[src/rtl/note_key_scheduler.sv]
// note_key_scheduler: resolves held piano keys (PS/2 make codes) into one
// active note by last-pressed priority, with an optional press/release queue.
// Build option: define KEY_EVENT_FIFO_EN to build the event FIFO; otherwise
// ev_valid/ev_data/ev_overflow are tied low and ev_ready is ignored.
// Ports: clk, rst (sync, active-high); key_valid/key_code/key_break scan in;
// note/note_change/held_mask to the tone generator;
// ev_valid/ev_data/ev_ready/ev_overflow event stream to the game logic.
module note_key_scheduler #(
   parameter int STACK_DEPTH = 4,
   parameter int FIFO_DEPTH  = 4
) (
   input  logic        clk,
   input  logic        rst,
   input  logic        key_valid,
   input  logic [7:0]  key_code,
   input  logic        key_break,
   output logic [3:0]  note,
   output logic        note_change,
   output logic [11:0] held_mask,
   output logic        ev_valid,
   output logic [4:0]  ev_data,
   input  logic        ev_ready,
   output logic        ev_overflow
);

   localparam int CW = $clog2(STACK_DEPTH + 1);

   logic [3:0]    code_note;
   logic [11:0]   note_bit;
   logic          is_held;
   logic          do_press;
   logic          do_release;
   logic [3:0]    stk_q [STACK_DEPTH];
   logic [3:0]    stk_d [STACK_DEPTH];
   logic [CW-1:0] cnt_q;
   logic [CW-1:0] cnt_d;
   logic [3:0]    note_d;
   logic          found;
   logic          ev_push;
   logic [4:0]    ev_push_data;

   always_comb begin
      unique case (key_code)
         8'h15:   code_note = 4'd12;
         8'h1D:   code_note = 4'd11;
         8'h24:   code_note = 4'd10;
         8'h2D:   code_note = 4'd9;
         8'h2C:   code_note = 4'd8;
         8'h35:   code_note = 4'd7;
         8'h3C:   code_note = 4'd6;
         8'h43:   code_note = 4'd5;
         8'h44:   code_note = 4'd4;
         8'h4D:   code_note = 4'd3;
         8'h54:   code_note = 4'd2;
         8'h5B:   code_note = 4'd1;
         default: code_note = 4'd0;
      endcase
   end

   assign note_bit = (code_note == 4'd0) ? 12'd0
                   : (12'd1 << (code_note - 4'd1));

   assign is_held    = |(held_mask & note_bit);
   assign do_press   = key_valid && !key_break
                    && (code_note != 4'd0) && !is_held;
   assign do_release = key_valid && key_break && is_held;

   // Stack: entry 0 is the oldest, entry cnt-1 the top.
   // Slots at or above cnt are kept at zero.
   always_comb begin
      stk_d = stk_q;
      cnt_d = cnt_q;
      found = 1'b0;
      if (do_press) begin
         if (cnt_q == CW'(STACK_DEPTH)) begin
            // Full: the oldest entry falls off the bottom.
            for (int i = 0; i < STACK_DEPTH - 1; i++)
               stk_d[i] = stk_q[i+1];
            stk_d[STACK_DEPTH-1] = code_note;
         end else begin
            for (int i = 0; i < STACK_DEPTH; i++)
               if (CW'(i) == cnt_q)
                  stk_d[i] = code_note;
            cnt_d = cnt_q + CW'(1);
         end
      end else if (do_release) begin
         // Close the gap left by the released note.
         for (int i = 0; i < STACK_DEPTH - 1; i++) begin
            if (stk_q[i] == code_note && CW'(i) < cnt_q)
               found = 1'b1;
            if (found)
               stk_d[i] = stk_q[i+1];
         end
         if (stk_q[STACK_DEPTH-1] == code_note
             && cnt_q == CW'(STACK_DEPTH))
            found = 1'b1;
         if (found) begin
            stk_d[STACK_DEPTH-1] = 4'd0;
            cnt_d = cnt_q - CW'(1);
         end
      end
      note_d = 4'd0;
      for (int i = 0; i < STACK_DEPTH; i++)
         if (CW'(i) < cnt_d)
            note_d = stk_d[i];
   end

   always_ff @(posedge clk) begin
      if (rst) begin
         held_mask   <= 12'd0;
         cnt_q       <= '0;
         note        <= 4'd0;
         note_change <= 1'b0;
         for (int i = 0; i < STACK_DEPTH; i++)
            stk_q[i] <= 4'd0;
      end else begin
         if (do_press)
            held_mask <= held_mask | note_bit;
         else if (do_release)
            held_mask <= held_mask & ~note_bit;
         stk_q       <= stk_d;
         cnt_q       <= cnt_d;
         note        <= note_d;
         note_change <= (note_d != note);
      end
   end

   assign ev_push      = do_press | do_release;
   assign ev_push_data = {do_press, code_note};

`ifdef KEY_EVENT_FIFO_EN
   localparam int AW = $clog2(FIFO_DEPTH);
   localparam logic [AW:0] FULL_OCC = (AW+1)'(FIFO_DEPTH);

   logic [4:0]    mem [FIFO_DEPTH];
   logic [AW-1:0] wr_ptr;
   logic [AW-1:0] rd_ptr;
   logic [AW:0]   occ;
   logic          full;
   logic          pop;
   logic          wr_en;

   assign ev_valid = (occ != '0);
   assign full     = (occ == FULL_OCC);
   assign pop      = ev_valid && ev_ready;
   // A pop frees the slot in the same cycle, so full+pop still accepts.
   assign wr_en    = ev_push && (!full || pop);
   assign ev_data  = ev_valid ? mem[rd_ptr] : 5'd0;

   always_ff @(posedge clk) begin
      if (rst) begin
         wr_ptr      <= '0;
         rd_ptr      <= '0;
         occ         <= '0;
         ev_overflow <= 1'b0;
      end else begin
         if (wr_en) begin
            mem[wr_ptr] <= ev_push_data;
            wr_ptr      <= wr_ptr + AW'(1);
         end
         if (pop)
            rd_ptr <= rd_ptr + AW'(1);
         if (wr_en && !pop)
            occ <= occ + (AW+1)'(1);
         else if (!wr_en && pop)
            occ <= occ - (AW+1)'(1);
         if (ev_push && !wr_en)
            ev_overflow <= 1'b1;
      end
   end
`else
   logic unused_fifo;

   assign ev_valid    = 1'b0;
   assign ev_data     = 5'd0;
   assign ev_overflow = 1'b0;
   assign unused_fifo = ^{ev_ready, ev_push, ev_push_data,
                          (FIFO_DEPTH != 0)};
`endif

endmodule

[config.mk]
export PLATFORM = sky130hd
export DESIGN_NAME = note_key_scheduler
export DESIGN_NICKNAME = d
export VERILOG_FILES = /design/src/rtl/note_key_scheduler.sv
export SDC_FILE = /design/constraint.sdc
export NUM_CORES = 1
export LEC_CHECK = 0
export CAP_MARGIN = 20
export CORE_ASPECT_RATIO = 0.7
export CORE_MARGIN = 10
export CORE_UTILIZATION = 45
export DETAILED_ROUTE_END_ITERATION = 7
export HOLD_SLACK_MARGIN = 0.05
export MAX_ROUTING_LAYER = met4
export PLACE_DENSITY = 0.69
export SLEW_MARGIN = 0
export SYNTH_ARGS = -nofsm -noshare
export SYNTH_HDL_FRONTEND = slang
export SYNTH_SLANG_ARGS = --single-unit
[constraint.sdc]
create_clock -name clk -period 3.9 [get_ports clk]
set_input_delay 0.78 -clock clk [delete_from_list [all_inputs] [get_ports clk]]
set_output_delay 0.78 -clock clk [all_outputs]
set_load 0.005 [all_outputs]
==> metrics.md <==
| Metric | Value |
|---|---|
| Outcome | `finished with violations` |
| Violations in the final reports | `negative setup slack` |
| Clock transition at the registers of the reported paths | `roughly 0.08 ns` |
| Asr flop ratio synth | `0%` |
| Pleak | `1.90 nW` |
| Tcrit/Tclk final | `102%` |
| Synth cell types | `79` |
| Initial drt markers | `~440` |
| GP Congestion | `1.04` |
| RSZ-0062 raised after global routing | `true` |
| # diodes | `0` |
| Worst r2r src | `stk_q[9]` |
| GRT Overall Usage | `approximately a quarter` |
| CTS Buf Count | `5` |
| Largest net degree at the start of global routing | `26` |
| Post-synth EDFFs | `0` |
| Nets@finish | `approximately 550` |
| Synth Flop Type | `dfxtp_1` |
| Wire length per cell | `just under 20 um` |
| Final Hold Fails | `0` |
| Pint | `a little under 0.0007 W` |
| First-pass GRT wire length | `between 15,000 and 20,000 um` |
| R2r endpoint | `note_change` |
| Critical path type | `input port to flip-flop` |
| Worst-path fanout max | `5` |
| Fillers | `between 500 and 600` |
| Register area | `roughly 720 um^2` |
| Core Util, Final | `approximately 75%` |
| Vias in the first global route | `about 3,400` |
| Comb power frac | `roughly 33%` |
| Total wire length | `12,200 um` |
| Yosys Warn Count | `0` |
| Relative slew slack | `around a quarter` |
| Avg Cell Area, Syn | `between 7 and 8 um^2` |
| Clk_lat worst skew | `0.30 ns` |
| Fin. max-slew vios | `0` |
| VDD IR max | `0.132 mV` |
| CTS tree | `built` |
| TNS Setup | `-0.0807 ns` |
| Cell area after layout | `just under 5000 um^2` |
| Drt drc | `0` |
| H-tree lvl count | `2` |
| Clk_skew | `~0.014 ns` |
| HPWL Detailed | `between 9000 and 10,000 um` |
| CTS Buffer Depth | `2` |
| Power per cell area | `between 200 and 250 nW/um^2` |
| Clk pwr share | `29.7%` |
| PortBufs | `28` |
| Mapped cell area | `roughly 3000 um^2` |
| Largest area contributor in the netlist | `dfxtp_1` |
| Placed inst area | `roughly 4200 um^2` |
| Post-layout minimum cycle time | `approximately 4 ns` |
| Psw | `~0.00034 W` |
| Tightest Pin Transition | `1.10 ns` |
| Post-Syn Instances | `about 390` |
| Drt via density | `~6.0` |
| Worst R2R Setup Slack | `0.36 ns` |
| Switching Fraction | `33.2%` |
| Final setup viols | `1` |
| MaxCap Viol Count | `0` |
| Detailed-route via count | `around 3,700` |
| Crit path DAT | `just over 4 ns` |
| Max Fclk | `between 200 and 300 MHz` |
| CP endpoint kind | `flip-flop` |
| Footprint of the multi-input gates | `2550 um^2` |
| Detailed Routing Iterations Pass 1 | `5` |
| Hold depth | `2` |
| Die Width | `118 um` |
| Row cnt | `24` |
| Hold_ws | `about 0.50 ns` |
| Die area | `around 11,000 um^2` |
| Worst EP required | `4.02 ns` |
| Sequential power share | `37.3%` |
| Share of layout cells above drive strength 1 | `42.0%` |
| #FFs+latches synth | `36` |
| Area growth syn-to-layout | `58.1%` |
| Min-Delay Path Class | `flip-flop to flip-flop` |
| Synth top area share | `between 20% and 30%` |
| DIE HEIGHT | `roughly 90 um` |
| Sequential cell area fraction in the yosys report | `23.7%` |
| Total I/O pin count | `37` |
| Remaining Overflow, GRT | `0` |
| Initial core utilization | `between 40% and 50%` |
| Critical path origin | `key_code[2]` |
| Largest cells by area after synthesis | `dfxtp_1, nor2_1, o21ai_0` |
| FF-to-FF path depth | `12` |
| Hold-fix buffers, CTS | `0` |
| Final WS setup | `-0.0807 ns` |
| Initial antenna violation count | `0` |
| Antenna viol nets, final | `0` |
| Startpoint types | `input port` |
| Core Region | `about 6400 um^2` |
| Root Buffer | `clkbuf_8` |
| Power Total | `approximately 0.0010 W` |
| Clk sinks | `36` |
metal layers:
metal / global-route usage, % / vias up / routed length, um
li1: - / 1744 / -
met1: 34.5 / 1768 / 6070
met4: 4.14 / 0 / 136
met3: 5.85 / 16 / 1260
met2: 30.8 / 195 / 4780
met5: - / - / 0
cells by family (layout without fill, tap and decap cells):
| family | after synthesis | count (layout) | synth area share [%] |
|---|---|---|---|
| buffers and inverters | 38 | 178 | 6.45 |
| multiplexers | 12 | 12 | 4.15 |
| XOR/XNOR | 11 | 11 | 3.16 |
| AO/OA/AOI/OAI | 120 | 120 | 29.8 |
| flip-flops | 36 | 36 | 23.7 |
| AND/OR/NAND/NOR | 163 | 163 | 30.2 |
| adder cells (fa/ha/maj) | 6 | 6 | 2.46 |
| other | 1 | 7 | 0.123 |
layout make-up:
cell class | count | share of cell area, %
tap | 91 | 2.36
clock buffer | 7 | 1.79
inverter | 8 | 0.623
clock inverter | 1 | 0.156
timing repair buffer | 162 | 27.2
multi-input combinational | 319 | 52.9
sequential | 36 | 15.0
stage by stage:
step / instances / setup slack [ns]
3_3_place_gp: 597 / -0.780
6_report: 624 / -0.0807
4_1_cts: 617 / 0.00452
3_5_place_dp: 597 / -0.890
5_1_grt: 624 / -0.181
2_1_floorplan: 393 / -0.224
layout by cell type, fill, tap and decap left out, types with 4 or more instances in the layout:
cell / n
buf_6: 12
nor2_2: 4
conb_1: 7
nand3_1: 15
dfxtp_1: 36
mux2_2: 4
xor2_1: 4
nand2_1: 27
ha_1: 6
nor2b_1: 12
a21oi_1: 11
a21oi_2: 4
o21ai_0: 25
o211ai_1: 10
a22oi_1: 6
nor4b_4: 4
and3b_1: 4
and2_1: 4
inv_1: 8
nor3_1: 9
clkbuf_8: 6
nand2b_1: 5
mux2i_1: 6
a31oi_1: 4
nor2_1: 37
buf_4: 126
clkdlybuf4s50_1: 20
worst max path at each step:
stage | endpoint | slack, ns
after floorplan | note_change | -0.22
final | note_change | -0.08
after detailed placement | note_change | -0.89
after CTS | note_change | 0.005
after global placement | note_change | -0.78
after global routing | note_change | -0.18
power groups by stage:
stage          Clock [W]  Sequential, W  Combinational [W]
4_1_cts         0.000304       0.000376           0.000293
2_1_floorplan          0       0.000386           0.000152
6_report        0.000299       0.000376           0.000334
3_5_place_dp           0       0.000384           0.000261
3_3_place_gp           0       0.000384           0.000260
5_1_grt         0.000322       0.000377           0.000353
synth_stat cells, drive strengths merged, types with 7 or more instances:
cell type and count:
buf 18, a21oi 15, nor3 12, nand2 30, mux2i 7, o211ai 10, o21ai 28, dfxtp 36
nor2 42, inv 8, nand3 16, clkbuf 12, nor2b 15
worst max-delay path: stages:
cell	delay (ns)
buf_2	0.13
nor2b_4	0.13
a221o_1	0.36
and3_4	0.19
o311a_1	0.34
or4_4	0.54
buf_4	0.17
a31o_4	0.24
o211ai_1	0.46
buf_4	0.23
and4_1	0.21
a211oi_2	0.04
o21bai_1	0.17
a41oi_2	0.11
timing repair:
item	CTS	global route
pin swaps	32	17
setup buffers	13	7
gates resized for setup	93	30
endpoints found under the setup margin	7	5
Power figures use the tool's default switching activity.
==> variant (same settings) <==
Build with the macro `KEY_EVENT_FIFO_EN` defined.
--- a/src/rtl/note_key_scheduler.sv
+++ b/src/rtl/note_key_scheduler.sv
@@ -7,2 +7,4 @@
 // ev_valid/ev_data/ev_ready/ev_overflow event stream to the game logic.
+`define KEY_EVENT_FIFO_EN
+
 module note_key_scheduler #(
Check against the original RTL: not equivalent (a bounded check fails within 4 cycles, from zero or initial values and one cycle with rst high).
==> variant against the original RTL <==
The run still ends with negative setup slack left; area after synthesis increased by 58%; design area increased by 47%; total power increased by 110%; clock skew decreased by 0.0051 ns; die area increased by 45%; worst setup slack got worse by 0.061 ns; clock power increased to 2.7 times the old value; routed wire length increased by 40%; critical path type unchanged; sequential cell count increased by 30.
==> variant: results (changes against the original RTL) <==
The worst-path maximum fanout was 14 (was 5). The final layout net count is 730 (was 551). The flow ran to the end, but the final reports show violations. The cell-internal power is 0.00152 W (was 0.000674 W). The worst stage delay on the critical path is 0.56 ns (was 0.54 ns), and the met3 wire length is 1.77 mm (was 1.26 mm).

The worst reg2reg path startpoint is cnt_q[1]$_SDFF_PP0_ (was stk_q[9]$_SDFF_PP0_). The count of cell types in the netlist is 103 (was 79). The final non-filler cell total came out at 842 (was 624). The worst voltage drop across the vdd grid was 0.216 mV (was 0.132 mV); the area of the placeable core was 0.0104 mm2 (was 0.00640 mm2). The clock root buffer master is sky130_fd_sc_hd__clkbuf_16 (was sky130_fd_sc_hd__clkbuf_8). For the combined global-route utilization of all metal layers, the log shows 22.4% (was 23.4%). The post-CTS setup buffer count was 26 (was 13). The post-cts sizing count was 71 (was 93).

The logs give 5.78% (was 5.85%) for the global-route track usage on met3 and 0.00862 ns (was 0.0138 ns) for the worst clock skew. The post-CTS clock slew at the launch and capture registers of the worst setup and hold paths works out to 0.06 ns (was 0.08 ns). The slowest cell on the critical path was sky130_fd_sc_hd__or4b_4 (was sky130_fd_sc_hd__or4_4).

Violations in the final reports: negative setup slack (unchanged). The run gives 31.6% (was 23.7%) as the post-synthesis sequential area ratio. The logs give 0.34 ns (was 0.30 ns) for the latest clock arrival within the worst-skew pair and 2.85 nW (was 1.90 nW) for the leakage power figure.

The tools report the count of final setup violators as 4 (was 1). Most frequent cells after synthesis: sky130_fd_sc_hd__nor2_1, sky130_fd_sc_hd__dfxtp_1, sky130_fd_sc_hd__nand2_1 (unchanged). The fraction of standard cell area that is sequential is 21.5% (was 15.0%). Number of global-route vias before repair: 4886 (was 3439). The logs give 5200 (was 3723) for the total via count in the routed design and 779 (was 502) for the fill cell total of the finished layout. Portion of total power attributed to combinational logic: 24.9% (was 33.1%). The worst hold-check slack is 0.464 ns (was 0.502 ns), and the met2 demand-to-capacity share in global routing is 32.5% (was 30.8%). The run gives 26.4 mm (was 19.1 mm) as the first-pass GRT wire length. The number of placed cells counting well taps is 797 (was 597), and the count of sequential standard cells is 66 (was 36). The count of flip-flops with a built-in enable after synthesis is 20 (was 0), and the areal power density over the cells is 298 mW/mm2 (was 210 mW/mm2). Top area cells in the synthesized netlist: sky130_fd_sc_hd__dfxtp_1, sky130_fd_sc_hd__edfxtp_1, sky130_fd_sc_hd__nor2_1 (was sky130_fd_sc_hd__dfxtp_1, sky130_fd_sc_hd__nor2_1, sky130_fd_sc_hd__o21ai_0). For the final-layout clock buffer total, the log shows 9 (was 7).

For the minimum setup slack in the final design, the log shows -0.141 ns (was -0.0807 ns). For the setup slack at placement, the log shows -1.21 ns (was -0.890 ns). The proportion of cell area occupied by multi-input gates came out at 47.1% (was 52.9%).

The fraction of layout cells with a size suffix above 1 was 38.5% (was 42.0%); the number of inverters outside the clock class in the layout was 27 (was 8). The maximum level of the CTS H-tree came out at 3 (was 2). Post-place instance area: 0.00615 mm2 (was 0.00418 mm2).
-- variant: how the worst max path moves through the flow --
stage | endpoint | from | cells after the start | slack [ns]
after global routing | note_change$_SDFF_PP0_ | key_code[4] | 18 | -0.27
after floorplan | note_change$_SDFF_PP0_ | key_code[6] | 14 | -0.09
after global placement | note_change$_SDFF_PP0_ | key_code[1] | 13 | -1.11
after CTS | note_change$_SDFF_PP0_ | key_code[4] | 15 | -0.19
after detailed placement | note[0]$_SDFF_PP0_ | key_code[1] | 14 | -1.21
final | note_change$_SDFF_PP0_ | key_code[1] | 15 | -0.14
-- variant: cells by family after synthesis --
| kind of cell | count (synthesis) | share of synthesized area (%) |
|---|---|---|
| simple gates | 213 | 25.2 |
| compound gates | 147 | 25.9 |
| flops | 66 | 31.6 |
| buf+inv | 58 | 6.55 |
| mux | 16 | 4.68 |
| xor+xnor | 14 | 2.70 |
| fa+ha+maj | 12 | 3.28 |
